$ cat config.mk
export PLATFORM = sky130hd
export DESIGN_NAME = uart_tx_arbiter
export DESIGN_NICKNAME = d
export VERILOG_FILES = /design/src/rtl/uart_tx_arbiter.sv
export SDC_FILE = /design/constraint.sdc
export NUM_CORES = 1
export LEC_CHECK = 0
export BUFFER_PORTS_ARGS = -buffer_cell sky130_fd_sc_hd__buf_2
export CAP_MARGIN = 10
export CELL_PAD_IN_SITES_DETAIL_PLACEMENT = 1
export CELL_PAD_IN_SITES_GLOBAL_PLACEMENT = 1
export CORE_MARGIN = 2
export CORE_UTILIZATION = 30
export CTS_CLUSTER_DIAMETER = 150
export DETAILED_ROUTE_END_ITERATION = 10
export GPL_TIMING_DRIVEN = 1
export PLACE_DENSITY_LB_ADDON = 0.1
export REMOVE_ABC_BUFFERS = 1
export SLEW_MARGIN = 0
export SYNTH_ARGS = -nofsm -noshare
export SYNTH_HDL_FRONTEND = slang
export SYNTH_SLANG_ARGS = --single-unit
export TNS_END_PERCENT = 1
$ cat constraint.sdc
create_clock -name clk -period 2.1 [get_ports clk]
set_input_delay 0.105 -clock clk [delete_from_list [all_inputs] [get_ports clk]]
set_output_delay 0.105 -clock clk [all_outputs]
set_load 0.01 [all_outputs]
$ cat src/rtl/uart_tx_arbiter.sv
// uart_tx_arbiter: round-robin scheduler sharing one UART transmitter among NREQ byte producers
//
// Ports:
//   clk        system clock, rising edge
//   rst        synchronous, active-low reset
//   req_valid  bit i: requester i holds a byte
//   req_data   byte i at [8*i+7:8*i]
//   req_ready  one-cycle accept pulse to the granted requester
//   tx_start   one-cycle start pulse to uart_tx
//   tx_data    byte to transmit, stable from tx_start until tx_done
//   tx_done    one-cycle pulse from uart_tx when the stop bit completes
//   grant_id   index of the current or last granted requester
//   busy       high while a frame is in flight
//   err        one-cycle timeout pulse
//
// Optional feature: define UART_TX_TIMEOUT_EN to abandon a frame after TIMEOUT_CYC
// cycles without tx_done. Without it err is tied to 0.
module uart_tx_arbiter #(
   parameter int NREQ        = 4,
   parameter int IDW         = 2,
   parameter int TIMEOUT_CYC = 65536
) (
   input  logic              clk,
   input  logic              rst,
   input  logic [NREQ-1:0]   req_valid,
   input  logic [8*NREQ-1:0] req_data,
   output logic [NREQ-1:0]   req_ready,
   output logic              tx_start,
   output logic [7:0]        tx_data,
   input  logic              tx_done,
   output logic [IDW-1:0]    grant_id,
   output logic              busy,
   output logic              err
);
   typedef enum logic {IDLE, WAIT} state_t;
   state_t state, state_n;
   logic [IDW-1:0] rr_ptr, gnt, nxt_ptr;
   logic gnt_found, done_ok, expire, grant, release_frame;
   int j;
   // Scan from the highest offset down so the lowest offset from rr_ptr wins.
   always_comb begin
      gnt_found = 1'b0;
      gnt = '0;
      j = 0;
      for (int k = NREQ - 1; k >= 0; k--) begin
         j = (int'(rr_ptr) + k) % NREQ;
         if (req_valid[j[IDW-1:0]]) begin
            gnt_found = 1'b1;
            gnt = j[IDW-1:0];
         end
      end
   end
   // A tx_done arriving in the tx_start cycle belongs to no frame of ours.
   assign done_ok = tx_done && !tx_start;
   assign nxt_ptr = (grant_id == IDW'(NREQ - 1)) ? '0 : grant_id + IDW'(1);
   assign grant = (state == IDLE) && gnt_found;
   assign release_frame = (state == WAIT) && (done_ok || expire);
   always_ff @(posedge clk)
      if (!rst) state <= IDLE;
      else state <= state_n;
   always_comb begin
      state_n = state;
      if (grant) state_n = WAIT;
      else if (release_frame) state_n = IDLE;
   end
   always_ff @(posedge clk)
      if (!rst) begin
         {rr_ptr, req_ready, tx_start, tx_data, grant_id, busy} <= '0;
      end else begin
         req_ready <= '0;
         tx_start <= 1'b0;
         if (grant) begin
            tx_data <= req_data[8*gnt +: 8];
            grant_id <= gnt;
            req_ready <= NREQ'(1) << gnt;
            tx_start <= 1'b1;
            busy <= 1'b1;
         end else if (release_frame) begin
            busy <= 1'b0;
            rr_ptr <= nxt_ptr;
         end
      end
`ifdef UART_TX_TIMEOUT_EN
   logic [31:0] cnt;
   // cnt holds 0 in IDLE, so it starts from zero on every entry to WAIT.
   assign expire = (state == WAIT) && !done_ok && (cnt == 32'(TIMEOUT_CYC - 1));
   always_ff @(posedge clk)
      if (!rst) begin
         cnt <= '0;
         err <= 1'b0;
      end else begin
         err <= expire;
         cnt <= (state == IDLE) ? '0 : cnt + 32'd1;
      end
`else
   assign expire = 1'b0;
   assign err = 1'b0;
`endif
endmodule

==> results by group <==
Outcome
  – Outcome: complete, no violations

Cells and area
  – Fin area: 0.00131 mm^2
  – Layout cell share with drive strength beyond 1: 49.0%
  – Syn-to-layout area delta: 37.9%
  – Post-layout util: 43.2%
  – Post-route insts no fill: 191
  – Diodes inserted: 0
  – Nets: 188

Yosys
  – Seq/Total Area, Yosys: 38.0%
  – Post-synthesis adder-cell area fraction: 1.32%
  – Yosys cell types: 23
  – Largest family of logic cells by synthesized area: multiplexers
  – Async set-reset flop share out of synthesis: 0%
  – FF+latch count, synth: 18
  – Post-synth top area share: 38.0%
  – Yosys top cell by area: dfxtp_1
  – Synth Area in XOR/XNOR: 0%
  – Synth Flop Type: dfxtp_1
  – Mapped cell area: 948 um^2
  – Cells after synthesis: 92
  – Most frequent cells after synthesis: 20 x mux2i_1, 18 x dfxtp_1, 9 x nand2_1, 8 x o221ai_2
  – Avg Cell Area, Syn: 10.3 um^2
  – Post-synthesis mux area share: 21.1%
  – Simple-gate share of the synthesized area: 14.8%
  – Largest cells by area after synthesis: dfxtp_1 38%, mux2i_1 21%, o221ai_2 13%
  – Yosys warning count: 0
  – Number of synthesized flops with an enable pin: 0
  – Synth Area in Compound Gates: 18.5%
  – Most frequent cell after synthesis: mux2i_1

CTS
  – Hold-fix buffers at CTS: 0
  – Inserted Clock Buffers: 3
  – H-tree depth: 1
  – Num Clock Sinks: 18
  – Setup Buffers After CTS: 0
  – Clk buf depth: 2
  – # resized after CTS: 0
  – TritonCTS clock tree: built
  – Clk_lat worst skew: 300 ps
  – Root Driver: clkbuf_4
  – Worst-path clk slew: 110 ps

Worst setup path
  – CP max stage delay: 480 ps
  – Crit-path cells: mux2i_1 > nor2_1 > a311oi_4 > buf_12 > mux2i_1 > o221ai_2
  – Critical Path End Type: register
  – WP buf/inv: 1
  – Critical-path maximum fanout: 20
  – CP Launch Type: register
  – Worst EP required: 2270 ps
  – Crit Path Category: register to register
  – Worst path most repeated cell: mux2i_1
  – Arrival @ worst endpoint: 2020 ps
  – Slowest CP cell: dfxtp_1
  – Delay-heaviest family, CP: multiplexers

Power and ir drop
  – LEAKAGE: 0.627 nW
  – PwrDens: 627 mW/mm^2
  – Total power: 0.820 mW
  – Peak supply drop: 0.000315 V

Floorplan
  – Die Y-Extent: 60.2 um
  – Top-level port count: 56
  – Chip width: 60.2 um
  – Die ar.: 0.00363 mm^2
  – Starting Density: 31.3%
  – Core area: 0.00303 mm^2
  – Cell row count: 20

Route
  – Routed Antenna Nets: 0
  – TritonRoute pass-1 iters: 3
  – Post-Route WL: 2.47 mm
  – Vias: 895
  – Vias per std cell: 4.69
  – DRT iter0 DRCs: 13
  – DRC violations left: 0
  – Avg WL per Cell: 12.9 um

GRT
  – Met3 Use GR: 5.63%
  – Initial antenna violation count: 0
  – Total GRT Usage: 14.7%
  – GR Overflow Total: 0
  – Vias in the first global route: 837
  – First-pass GRT wire length: 3.88 mm
  – Largest net degree at the start of global routing: 21
  – Global Route met2 Usage: 24.4%
  – Top Usage Layer GRT: met2
  – Met1 Use GR: 17.7%

Place
  – Area of placed instances: 0.00127 mm^2
  – Port-buffer cells: 54
  – RD Place Congestion: 0.735
  – Setup slack at placement: 219 ps
  – DP HPWL: 1.97 mm
  – Placed insts: 187

STA
  – Slew headroom: 60.9%
  – Achievable clock frequency: 539 MHz
  – Least-Margin Pin Slew: 587 ps
  – Worst hold slack: 62.7 ps
  – Max-slew violations: 0
  – Final worst slack: 245 ps
  – Fin crit share: 88.3%
  – Final Skew: 6.26 ps
  – RSZ-0062 raised after global routing: no
  – Setup TNS: 0 ps
  – Final hold violations: 0
  – Min Tclk post-route: 1860 ps
  – Final setup viols: 0

Flow run
  – Max_cap viols: 0

Worst hold path
  – Hold Crit Class: input port to register
-- power by group --
group,internal (mW),switching (mW)
Sequential,0.370,0.0165
Clock,0.106,0.112
Combinational,0.107,0.109
Total,0.582,0.238
-- cell families (layout without fill, tap and decap cells) --
| group | Yosys count | count (layout) |
|---|---|---|
| buf+inv | 9 | 64 |
| flops | 18 | 18 |
| simple gates | 27 | 27 |
| other cells | 1 | 1 |
| compound gates | 16 | 16 |
| fa+ha+maj | 1 | 1 |
| mux | 20 | 20 |
-- cell type report --
cell class              count  area (um^2)
clock buffers               4         36.3
fillers                   367         1720
inverters                   4         15.0
multi-input cells          65          543
flip-flops and latches     18          360
well taps                  44         55.1
repair buffers             56          298
-- path summary, 6_finish.rpt --
kind                            slack (ps)  startpoint  cells past startpoint    endpoint
worst max-delay path                   240   rr_ptr[1]                      6  tx_data[0]
worst max register to register         240   rr_ptr[1]                      6  tx_data[0]
worst min register to register         480  tx_data[5]                      2  tx_data[5]
worst min-delay path                    60         rst                      3        busy
-- tightest hold or removal path, cell delays in order --
cell and delay [ps]:
buf_2 130, nand2_1 60, a21oi_1 30
-- metal layers --
layer	part of all wire, %	up-vias
met5	0	-
met1	43	418
met2	50	33
met4	0.49	0
li1	-	442
met3	7.2	2
-- flip-flops by register name, indices dropped and copies added, names as in the netlist --
name,count
tx_start,1
rr_ptr,2
req_ready,4
tx_data,8
busy,1
grant_id,2
-- placed cells by master (no fill, tap or decap) --
cell	instances
buf_12	1
buf_2	54
nand2_2	1
buf_4	1
a311oi_4	1
nand2b_1	2
dfxtp_1	18
mux2i_1	20
o221ai_2	8
nor2_2	1
nor2b_1	5
nand3b_1	1
nor2_1	5
o2bb2a_1	1
and2_1	1
nand2_1	9
a21oi_1	5
conb_1	1
nor3_1	1
clkbuf_8	1
ha_1	1
inv_1	4
o21ai_0	1
nor4_2	1
clkbuf_4	3
(Power assumes the default switching activity.)
